--- config.mk ---
export PLATFORM = sky130hd
export DESIGN_NAME = phy_lane_scheduler
export DESIGN_NICKNAME = d
export VERILOG_FILES = /design/src/rtl/phy_lane_scheduler.sv
export SDC_FILE = /design/constraint.sdc
export NUM_CORES = 1
export LEC_CHECK = 0
export ABC_CLOCK_PERIOD_IN_PS = 6300
export BUFFER_PORTS_ARGS = -buffer_cell sky130_fd_sc_hd__buf_2
export CORE_ASPECT_RATIO = 0.6
export CORE_MARGIN = 2
export CORE_UTILIZATION = 55
export DETAILED_ROUTE_END_ITERATION = 10
export GPL_TIMING_DRIVEN = 0
export PLACE_DENSITY = 0.79
export SYNTH_ARGS = -nofsm -noshare
export SYNTH_HDL_FRONTEND = slang
export SYNTH_SLANG_ARGS = --single-unit
export TNS_END_PERCENT = 50
--- constraint.sdc ---
create_clock -name clk4f -period 6.3 [get_ports clk4f]
set_input_delay 0.63 -clock clk4f [delete_from_list [all_inputs] [get_ports clk4f]]
set_output_delay 0.63 -clock clk4f [all_outputs]
set_load 0.02 [all_outputs]
--- src/rtl/phy_lane_scheduler.sv ---
// ---------------------------------------------------------------------------
// phy_lane_scheduler
//
// Shares the single clk4f serial-side word slot between the four 9-bit
// parallel lanes of the phy. Every lane feeds a small FIFO; one word per
// clk4f cycle is drained in round-robin order towards the parallel-to-serial
// converter.
//
// After reset the block emits SYNC_LEN COM characters (the sync preamble),
// then moves to ACTIVE for good. In ACTIVE it forwards buffered lane data
// and fills empty slots with IDLE characters.
//
// Ports
//   clk4f      sole clock, rising edge
//   reset      asynchronous, active-low reset
//   in0..in3   lane words: bit 8 = push request, bits 7:0 = byte
//   full       per-lane FIFO holds DEPTH entries
//   overflow   sticky per-lane flag, set when a push is dropped
//   out        scheduled word: bit 8 = 1 data, 0 = COM/IDLE filler
//   lane_sel   source lane of the last data word
//   sync_done  preamble finished
// ---------------------------------------------------------------------------
module phy_lane_scheduler #(
  parameter int         DEPTH    = 4,      // power of two, >= 2
  parameter int         SYNC_LEN = 4,      // COM words after reset release
  parameter logic [7:0] COM      = 8'hBC,
  parameter logic [7:0] IDLE     = 8'h7C
) (
  input  logic       clk4f,
  input  logic       reset,
  input  logic [8:0] in0,
  input  logic [8:0] in1,
  input  logic [8:0] in2,
  input  logic [8:0] in3,
  output logic [3:0] full,
  output logic [3:0] overflow,
  output logic [8:0] out,
  output logic [1:0] lane_sel,
  output logic       sync_done
);

  localparam int AW = $clog2(DEPTH);                      // FIFO pointer width
  localparam int CW = $clog2(DEPTH + 1);                  // FIFO count width
  localparam int SW = (SYNC_LEN > 1) ? $clog2(SYNC_LEN) : 1;

  typedef enum logic {
    ST_SYNC,
    ST_ACTIVE
  } state_t;

  state_t           state;
  logic [SW-1:0]    sync_cnt;
  logic [1:0]       rr_ptr;

  logic [8:0]       lane_in [4];
  logic [7:0]       mem     [4][DEPTH];
  logic [AW-1:0]    wr_ptr  [4];
  logic [AW-1:0]    rd_ptr  [4];
  logic [CW-1:0]    cnt     [4];

  logic [3:0]       nonempty;
  logic [3:0]       push;
  logic [3:0]       pop;
  logic [3:0]       drop;
  logic [1:0]       grant;
  logic             grant_vld;

  assign lane_in[0] = in0;
  assign lane_in[1] = in1;
  assign lane_in[2] = in2;
  assign lane_in[3] = in3;

  // -------------------------------------------------------------------------
  // Round-robin search, starting at rr_ptr, over the pre-edge FIFO counts.
  // -------------------------------------------------------------------------
  always_comb begin
    logic [1:0] cand;
    // NOTE: every variable driven here gets a default before any branch, so
    // no path leaves it unassigned and no latch is inferred.
    cand      = '0;
    grant     = rr_ptr;
    grant_vld = 1'b0;
    for (int i = 0; i < 4; i++) begin
      nonempty[i] = (cnt[i] != '0);
    end
    for (int off = 0; off < 4; off++) begin
      cand = rr_ptr + 2'(off);
      if (!grant_vld && nonempty[cand]) begin
        grant_vld = 1'b1;
        grant     = cand;
      end
    end
  end

  // -------------------------------------------------------------------------
  // Push / pop decisions. A push into a full lane still lands when that lane
  // is popped on the same edge, because the slot being written is the one
  // being read out.
  // -------------------------------------------------------------------------
  always_comb begin
    pop  = '0;
    push = '0;
    drop = '0;
    if (state == ST_ACTIVE && grant_vld) begin
      pop = 4'b0001 << grant;
    end
    for (int i = 0; i < 4; i++) begin
      push[i] = lane_in[i][8] && ((cnt[i] != CW'(DEPTH)) || pop[i]);
      drop[i] = lane_in[i][8] && !push[i];
    end
  end

  always_comb begin
    for (int i = 0; i < 4; i++) begin
      full[i] = (cnt[i] == CW'(DEPTH));
    end
  end

  // -------------------------------------------------------------------------
  // FIFO storage.
  // NOTE: the data array has no reset; emptiness is tracked by the counts
  // and pointers, so stale contents are never observed after reset.
  // -------------------------------------------------------------------------
  always_ff @(posedge clk4f) begin
    for (int i = 0; i < 4; i++) begin
      if (push[i]) begin
        mem[i][wr_ptr[i]] <= lane_in[i][7:0];
      end
    end
  end

  // FIFO pointers and counts; pointers wrap naturally since DEPTH is 2^AW.
  // NOTE: sequential state is updated only with non-blocking assignments so
  // every register samples pre-edge values, independent of block ordering.
  always_ff @(posedge clk4f or negedge reset) begin
    if (!reset) begin
      for (int i = 0; i < 4; i++) begin
        wr_ptr[i] <= '0;
        rd_ptr[i] <= '0;
        cnt[i]    <= '0;
      end
    end else begin
      for (int i = 0; i < 4; i++) begin
        if (push[i]) begin
          wr_ptr[i] <= wr_ptr[i] + AW'(1);
        end
        if (pop[i]) begin
          rd_ptr[i] <= rd_ptr[i] + AW'(1);
        end
        case ({push[i], pop[i]})
          2'b10:   cnt[i] <= cnt[i] + CW'(1);
          2'b01:   cnt[i] <= cnt[i] - CW'(1);
          default: cnt[i] <= cnt[i];
        endcase
      end
    end
  end

  // -------------------------------------------------------------------------
  // Scheduler FSM with registered outputs. SYNC emits the COM preamble and
  // never pops; ACTIVE is terminal until reset.
  // -------------------------------------------------------------------------
  always_ff @(posedge clk4f or negedge reset) begin
    if (!reset) begin
      state     <= ST_SYNC;
      sync_cnt  <= '0;
      sync_done <= 1'b0;
      out       <= 9'h000;
      lane_sel  <= 2'd0;
      rr_ptr    <= 2'd0;
      overflow  <= '0;
    end else begin
      // Dropped pushes are flagged in every state and never cleared.
      overflow <= overflow | drop;
      case (state)
        ST_SYNC: begin
          out      <= {1'b0, COM};
          sync_cnt <= sync_cnt + SW'(1);
          if (sync_cnt == SW'(SYNC_LEN - 1)) begin
            state     <= ST_ACTIVE;
            sync_done <= 1'b1;
          end
        end
        ST_ACTIVE: begin
          if (grant_vld) begin
            out      <= {1'b1, mem[grant][rd_ptr[grant]]};
            lane_sel <= grant;
            rr_ptr   <= grant + 2'd1;
          end else begin
            out <= {1'b0, IDLE};
          end
        end
        default: begin
          state <= ST_SYNC;
        end
      endcase
    end
  end

endmodule

==> run summary, run 1 <==
status = complete, no violations
RD Place Congestion = 0.986
initial antenna violation count = 0
end of the critical path = cnt[8]
total grt overflow = 0
cells along the critical path = or3_1 -> nor4_1 -> nand2b_1 -> buf_2 -> inv_2 -> nand2_1 -> nor2_2 -> nor2_1 -> nor2b_2 -> inv_2 -> ha_1 -> inv_1 -> fa_1 -> xor2_1 -> nor2_1 -> xor2_1
Die Ht = 95.5 um
synthesized cell area = 7670 um2
reg2reg setup slack = 2.34 ns
beginning of the critical path = cnt[8]
share of cells above drive strength 1 = 0.201
vias in the first global route = 4652
Post-Synthesis Cells = 564
Post-synth top flop = edfxtp_1
Root Driver = clkbuf_16
Core Region = 13600 um2
CP Launch Type = flop
RSZ-0062 raised after global routing = false
post-cts sizing count = 0
die width = 156 um
final setup fails = 0
Post-synth EDFFs = 128
Seq cells post-synth = 177
sequential fraction of the synthesis area = 0.661
final-stage net count = 703
IO Pins = 58
setup skew after layout = 0.0119 ns
Non-Filler Instances = 828
Worst R2R End = cnt[8]
post-synth cell types = 56
hold bufs inserted after CTS = 0
Final Cycle Share = 0.629
data required time of the worst path = 6.66 ns
Sink Count = 177
FF-to-FF Start = cnt[8]
top post-synthesis cells by area = edfxtp_1 50%, dfrtp_1 16%, mux2i_1 5.2%
critical path capture point type = flop
Area after DPL = 8170 um2
GRT Util Overall = 0.262
Hold Fails Final Rpt = 0
clk slew on worst S/H paths = 0.07 ns
pin count of the biggest net entering global routing = 50
leading post-synthesis cells by instance count = 128 x edfxtp_1, 90 x nand2_1, 49 x dfrtp_1
Worst Path Buf+Inv = 4
Routed Antenna Nets = 0
Worst EP arrival = 4.32 ns
final WL = 18.4 mm
initial drt markers = 816
post-synth top area share = 0.501
H-tree Lvls = 4
Finished Cell Area = 8740 um2
I/O Buffers = 57
Fin Setup TNS = 0 ns
postcts setup bufs = 0
Avg Cell Area, Syn = 13.6 um2
first-pass GRT wire length = 27.5 mm
CTS Buffer Depth = 2
asr flop ratio synth = 0.277
Max Slew Vio Count = 0
Slew @ Worst Pin = 1.14 ns
post-route DRC violation count = 0
Synth area leader = edfxtp_1
Die ar. = 14900 um2
Max-cap violations = 0
via/cell ratio = 5.98
critical-path maximum fanout = 10
drt pass-1 iters = 5
CP max stage delay = 0.66 ns
Placed Cells = 796
syn nets = 627
Levels on crit path = 16
ANT cells = 0
total CTS buffers = 17
critical path's slowest cell = nor4_1
# fillers = 990
Worst Hold Class = in2reg
WS Path Type = reg2reg
drt wl/cell = 22.3 um
CP top delay family = simple AND/OR/NAND/NOR gates
maximum clock rate = 252 MHz
Initial Util = 0.563
row count = 33
latest clock arrival within the worst-skew pair = 0.43 ns
Reg2Reg Depth = 16
CTS tree = built
minimum clock period = 3.96 ns
dpl hpwl = 12.9 mm
area added between synthesis and finish = 14.0%
Slew headroom = 0.241
top-count cell post-synth = edfxtp_1
yosys warns = 0
routed via count = 4952
[cell usage in the layout (no fill, tap or decap), types with 5 or more instances in the layout]
master     instances
edfxtp_1         128
nand2_1           90
buf_2             70
dfrtp_1           49
mux2i_1           40
inv_1             28
nand3_1           24
ha_1              21
a21oi_1           18
clkbuf_16         17
xnor2_1           16
and2_1            13
nor2_1            10
and3_1            10
xor2_1            10
o21ai_0            9
a311oi_1           6
mux2_2             6
a21o_1             5
inv_6              5
[how the worst min path moves through the flow]
stage / start / end / slack, ns / cells after the start
2_1_floorplan: reset / cnt[0] / 0.33 / 0
3_3_place_gp: overflow[1] / overflow[1] / 0.43 / 1
3_5_place_dp: overflow[1] / overflow[1] / 0.44 / 1
4_1_cts: in3[8] / overflow[3] / 0.40 / 2
5_1_grt: in1[2] / mem[1][10] / 0.40 / 1
6_report: in3[8] / overflow[3] / 0.41 / 2
[area by class of cell]
class / count / area (um2) / area share
inverter: 31 / 116 / 0.0133
timing repair buffer: 57 / 285 / 0.0326
multi-input combinational: 335 / 2370 / 0.272
clock buffer: 17 / 425 / 0.0487
clock inverter: 15 / 143 / 0.0163
tap: 175 / 219 / 0.0250
buffer: 21 / 110 / 0.0126
sequential: 177 / 5070 / 0.580
[metrics by stage]
stage                     setup slack, ns  utilization  hold WS [ns]
after floorplan                      3.03            -         0.334
after global placement               2.46        0.600         0.432
after detailed placement             2.39        0.600         0.440
after CTS                            2.33        0.642         0.401
after global routing                 2.15        0.642         0.402
final                                2.34        0.642         0.408
[sequential cells by signal, indices dropped and copies added, names as in the netlist]
register / flops
wr_ptr: 8
rr_ptr: 2
sync_done: 1
sync_cnt: 2
mem: 128
state: 1
out: 9
cnt: 12
rd_ptr: 8
lane_sel: 2
overflow: 4
[metal layers]
metal | global-route usage | part of all wire | vias to the layer above | wire length [um]
met1 | 0.396 | 0.45 | 2440 | 8280
met4 | 0.0803 | 0.016 | 0 | 297
met5 | 0 | 0 | - | 0
met3 | 0.0809 | 0.12 | 31 | 2200
met2 | 0.362 | 0.42 | 304 | 7660
li1 | - | - | 2177 | -
[worst reg2reg max path: cells and delay by family, from the launching register on]
kind / cells / cell delay (ns)
DFF: 1 / 0.43
xor gates and xnor gates: 2 / 0.33
and+or+nand+nor: 8 / 2.00
adders and majority gates: 2 / 0.59
buffers and inverters: 4 / 0.54
[cells by family (layout without fill, tap and decap cells)]
group	Yosys count	after routing	share of synthesized area
AO/OA/AOI/OAI	72	72	0.0734
multiplexers	47	47	0.0625
AND/OR/NAND/NOR	165	165	0.0992
XOR/XNOR	26	26	0.0297
buffers and inverters	52	141	0.0295
adder cells (fa/ha/maj)	25	25	0.0447
flip-flops	177	177	0.661
Power of run 1 is left out: the tool's default activity adds up to more than one toggle a clock period on the data nets, which glitch-free logic cannot reach.
==> run 2, diff against run 1 <==
--- a/config.mk
+++ b/config.mk
@@ -5,7 +5,7 @@
 export SDC_FILE = /design/constraint.sdc
 export NUM_CORES = 1
 export LEC_CHECK = 0
-export ABC_CLOCK_PERIOD_IN_PS = 6300
+export ABC_CLOCK_PERIOD_IN_PS = 4100
 export BUFFER_PORTS_ARGS = -buffer_cell sky130_fd_sc_hd__buf_2
 export CORE_ASPECT_RATIO = 0.6
 export CORE_MARGIN = 2
==> constraint.sdc (replaced) <==
create_clock -name clk4f -period 4.1 [get_ports clk4f]
set_input_delay 0.41 -clock clk4f [delete_from_list [all_inputs] [get_ports clk4f]]
set_output_delay 0.41 -clock clk4f [all_outputs]
set_load 0.02 [all_outputs]
==> run 2 against run 1 <==
Compared with the run above:
- clock-buffer cell count unchanged
- sequential share of layout area is essentially flat
- global-route usage stayed put
- register-to-register slack got worse by 2.0 ns
- non-clock buffer count did not move
- first-iteration DRC count decreased by 8.8%
- final area about the same
- routed wire length shrank 0.29%
- die area unchanged
- sequential cell count stayed put
- maximum frequency is 4.2% higher
- highest routed layer unchanged
==> run summary, run 2 (synthesis gave the netlist of run 1 again) <==
pin count of the biggest net entering global routing = 50
dpl hpwl = 12.9 mm
Worst Path Buf+Inv = 3
critical path's slowest cell = nor3_1
minimum clock period = 3.81 ns
Slew headroom = 0.230
row count = 33
Root Driver = clkbuf_16
initial drt markers = 744
Die Ht = 95.5 um
CP top delay family = simple AND/OR/NAND/NOR gates
CTS tree = built
die width = 156 um
drt wl/cell = 22.2 um
initial antenna violation count = 0
RSZ-0062 raised after global routing = false
hold bufs inserted after CTS = 0
reg2reg setup slack = 0.29 ns
# fillers = 989
IO Pins = 58
first-pass GRT wire length = 27.5 mm
Register Area = 5070 um2
status = complete, no violations
Core Region = 13600 um2
total CTS buffers = 17
final setup fails = 0
vias in the first global route = 4652
maximum clock rate = 263 MHz
WS Path Type = reg2reg
routed via count = 4917
drt pass-1 iters = 5
area added between synthesis and finish = 14.1%
Hold Fails Final Rpt = 0
latest clock arrival within the worst-skew pair = 0.43 ns
critical-path maximum fanout = 8
Max-cap violations = 0
H-tree Lvls = 4
Initial Util = 0.563
max reg flops = 128
data required time of the worst path = 4.43 ns
Sink Count = 177
Die ar. = 14900 um2
Max Slew Vio Count = 0
Worst EP arrival = 4.14 ns
I/O Buffers = 57
setup skew after layout = 0.0117 ns
post-layout util = 0.642
ANT cells = 0
postcts setup bufs = 0
CTS Buffer Depth = 2
Routed Antenna Nets = 0
Worst Hold Class = in2reg
most common cell after layout, fill and taps aside = edfxtp_1
cells along the critical path = nor3_1 -> o221ai_1 -> a21o_1 -> buf_2 -> nor3_1 -> nor2_1 -> nor2b_1 -> inv_2 -> ha_1 -> inv_1 -> fa_1 -> o21ai_0
Final Cycle Share = 0.928
RD Place Congestion = 0.986
leading cell types in the layout, fill and taps excluded = 128 x edfxtp_1, 90 x nand2_1, 70 x buf_2, 49 x dfrtp_1, 40 x mux2i_1
post-route DRC violation count = 0
clk slew on worst S/H paths = 0.07 ns
CP max stage delay = 0.53 ns
share of cells above drive strength 1 = 0.202
GRT Util Overall = 0.262
final-stage net count = 703
via/cell ratio = 5.94
final WL = 18.4 mm
Fin Setup TNS = 0 ns
area of the multi-input gates = 2380 um2
Slew @ Worst Pin = 1.15 ns
total grt overflow = 0
most used cell, CP = nor3_1
CP Launch Type = flop
critical path capture point type = flop
## run 2: stage by stage
| step | worst slack (ns) | std cells | area [um2] | hold WS (ns) |
|---|---|---|---|---|
| after detailed placement | 0.188 | 796 | 8170 | 0.440 |
| after global routing | 0.0564 | 828 | 8750 | 0.182 |
| final | 0.295 | 828 | 8750 | 0.190 |
| after global placement | 0.259 | 796 | 8170 | 0.432 |
| after floorplan | 0.832 | 564 | 7670 | 0.114 |
| after CTS | 0.135 | 828 | 8740 | 0.181 |
## run 2: layout make-up
class / count / share of cell area
well taps: 175 / 0.0250
flip-flops and latches: 177 / 0.580
plain buffers: 21 / 0.0126
multi-input cells: 335 / 0.272
clock buffers: 17 / 0.0486
inverters: 31 / 0.0133
clock inverters: 15 / 0.0163
repair buffers: 57 / 0.0326
## run 2: path summary, 6_finish.rpt
kind	start	end	cells after the start
worst max register to register	cnt[9]	cnt[1]	12
max in group asynchronous	reset	sync_cnt[1]	1
min in group asynchronous	reset	overflow[3]	1
worst max-delay path	cnt[9]	cnt[1]	12
worst min register to register	overflow[1]	overflow[1]	1
worst min-delay path	in3[8]	overflow[3]	2
## run 2: repair_timing
item / 4_1_cts / 5_1_grt
gates resized for setup: 0 / 1
setup endpoints to repair: 0 / 2
hold endpoints to repair: 0 / 0
## run 2: layer usage
metal / part of all wire / vias up / GRT usage
li1: - / 2177 / -
met1: 0.45 / 2413 / 0.396
met2: 0.41 / 309 / 0.362
met3: 0.12 / 18 / 0.0809
met4: 0.011 / 0 / 0.0803
met5: 0 / - / 0
Power of run 2 is left out for the same reason.
==> run 3, diff against run 2 <==
--- a/config.mk
+++ b/config.mk
@@ -5,6 +5,7 @@
 export SDC_FILE = /design/constraint.sdc
 export NUM_CORES = 1
 export LEC_CHECK = 0
+export ABC_AREA = 1
 export ABC_CLOCK_PERIOD_IN_PS = 4100
 export BUFFER_PORTS_ARGS = -buffer_cell sky130_fd_sc_hd__buf_2
 export CORE_ASPECT_RATIO = 0.6
==> run 3 against run 2 <==
Compared with the run above:
- utilization down 0.24 points
- clock-buffer cell count up 1
- worst setup slack better by 0.36 ns
- via count up 18%
- final area up 5.8%
- non-clock buffer count up 4
- global-route usage up 0.18 points
- area after synthesis up 5.8%
- sequential cell count unchanged
- synthesized cell count up 36%
- critical path depth up 9
- maximum frequency up 10%
==> run summary, run 3 <==
Slew headroom = 0.232
CTS tree = built
leading post-synthesis cells by instance count = 214 x nand2_1, 128 x edfxtp_1, 91 x nand3_1
Core Region = 14500 um2
Initial Util = 0.561
synthesized cell area = 8110 um2
FF-to-FF Start = rr_ptr[0]
post-route DRC violation count = 0
Finished Cell Area = 9250 um2
H-tree Lvls = 4
asr flop ratio synth = 0.277
Root Driver = clkbuf_16
Max-cap violations = 0
Die Ht = 98.1 um
final WL = 19.7 mm
syn nets = 828
top-count cell post-synth = nand2_1
latest clock arrival within the worst-skew pair = 0.42 ns
minimum clock period = 3.44 ns
post-placement setup slack = 0.714 ns
most common cell after layout, fill and taps aside = nand2_1
Seq cells post-synth = 177
initial antenna violation count = 0
top post-synthesis cells by area = edfxtp_1 47%, dfrtp_1 15%, nand2_1 9.9%
Synth area leader = edfxtp_1
Sink Count = 177
die width = 161 um
Post-synth top flop = edfxtp_1
sequential fraction of the synthesis area = 0.625
final setup fails = 0
first-pass GRT wire length = 30.7 mm
Worst Hold Class = in2async
post-synth cell types = 36
Post-synth EDFFs = 128
routed via count = 5780
Avg Cell Area, Syn = 10.6 um2
CP Launch Type = flop
ANT cells = 0
data required time of the worst path = 4.39 ns
IO Pins = 58
Fin Setup TNS = 0 ns
final-stage net count = 904
WS Path Type = reg2reg
pin count of the biggest net entering global routing = 50
area of the multi-input gates = 2620 um2
GRT Util Overall = 0.264
initial drt markers = 867
Slew @ Worst Pin = 1.15 ns
Final Cycle Share = 0.840
Max Slew Vio Count = 0
post-synth top area share = 0.474
via/cell ratio = 5.49
RSZ-0062 raised after global routing = false
row count = 34
I/O Buffers = 57
Final WS setup = 0.656 ns
area added between synthesis and finish = 14.0%
status = complete, no violations
setup skew after layout = 0.0113 ns
Routed Antenna Nets = 0
# fillers = 1158
Die ar. = 15800 um2
postcts setup bufs = 0
CTS Buffer Depth = 2
clk slew on worst S/H paths = 0.07 ns
hold bufs inserted after CTS = 0
drt pass-1 iters = 5
Post-Synthesis Cells = 765
critical-path maximum fanout = 10
RD Place Congestion = 0.952
yosys warns = 0
maximum clock rate = 290 MHz
Register Area = 5070 um2
post-cts sizing count = 0
vias in the first global route = 5355
share of cells above drive strength 1 = 0.180
drt wl/cell = 18.7 um
Worst EP arrival = 3.74 ns
total grt overflow = 0
total CTS buffers = 17
beginning of the critical path = rr_ptr[0]
leading cell types in the layout, fill and taps excluded = 214 x nand2_1, 128 x edfxtp_1, 91 x nand3_1, 71 x buf_2, 62 x nor2_1
Hold Fails Final Rpt = 0
dpl hpwl = 14.3 mm
max reg flops = 128
Area after DPL = 8650 um2
critical path capture point type = flop
[run 3: cell types whose count changed after synthesis, sizes merged, moves of 6 or more]
cell    change
a21oi      -12
and2       -13
inv        +32
nor2       +54
mux2        -6
nand3      +72
o21ai      +26
mux2i      -40
a311oi      -7
buf         +6
and3        -8
xnor2      -11
nand2     +144
[run 3: through the flow]
step | std cells | utilization | hold slack, ns
2_1_floorplan | 765 | - | 0.114
3_3_place_gp | 1020 | 0.598 | 0.447
3_5_place_dp | 1020 | 0.598 | 0.456
4_1_cts | 1052 | 0.640 | 0.195
5_1_grt | 1052 | 0.640 | 0.205
6_report | 1052 | 0.640 | 0.209
[run 3: cells by family after synthesis]
family,count (synthesis),synth area share
AND/OR/NAND/NOR,404,0.223
flip-flops,177,0.625
buffers and inverters,88,0.0523
AO/OA/AOI/OAI,52,0.0369
adder cells (fa/ha/maj),25,0.0423
XOR/XNOR,18,0.0194
multiplexers,1,0.00139
[run 3: cell type report]
cell class | instances | area share
multi-input cells | 500 | 0.283
plain buffers | 25 | 0.0197
inverters | 63 | 0.0261
clock inverters | 14 | 0.0191
clock buffers | 18 | 0.0464
repair buffers | 57 | 0.0308
well taps | 198 | 0.0268
flip-flops and latches | 177 | 0.548
[run 3: final timing paths]
path | endpoint | slack (ns) | cells after the start
setup reg to reg | cnt[8] | 0.66 | 21
min in group clk4f | mem[0][5] | 0.21 | 1
hold reg to reg | overflow[3] | 0.46 | 1
max in group asynchronous | out[1] | 3.18 | 1
setup / recovery | cnt[8] | 0.66 | 21
hold / removal | cnt[9] | 0.21 | 1
[run 3: layer usage]
| metal | track usage | wire [um] | vias up |
|---|---|---|---|
| met1 | 0.435 | 9070 | 2698 |
| li1 | - | - | 2689 |
| met4 | 0.0508 | 168 | 0 |
| met5 | 0 | 0 | - |
| met2 | 0.335 | 7420 | 372 |
| met3 | 0.0875 | 3040 | 21 |
[run 3: worst max-delay path, stage by stage, from the launching register on]
cell and delay [ns]:
dfrtp_1 0.37, buf_6 0.15, inv_4 0.12, nand2_2 0.08, nand2_4 0.09, nand3_1 0.15, nand2_4 0.17, nand3_1 0.09
nand2_1 0.12, nand2_4 0.11, nand2_4 0.16, buf_6 0.19, nor2_4 0.05, nand2_2 0.13, nand2_1 0.08, nand2_2 0.16
ha_1 0.18, inv_1 0.07, fa_1 0.38, a21oi_1 0.14, o21ai_0 0.14, xor2_1 0.16
Power of run 3 is left out for the same reason.
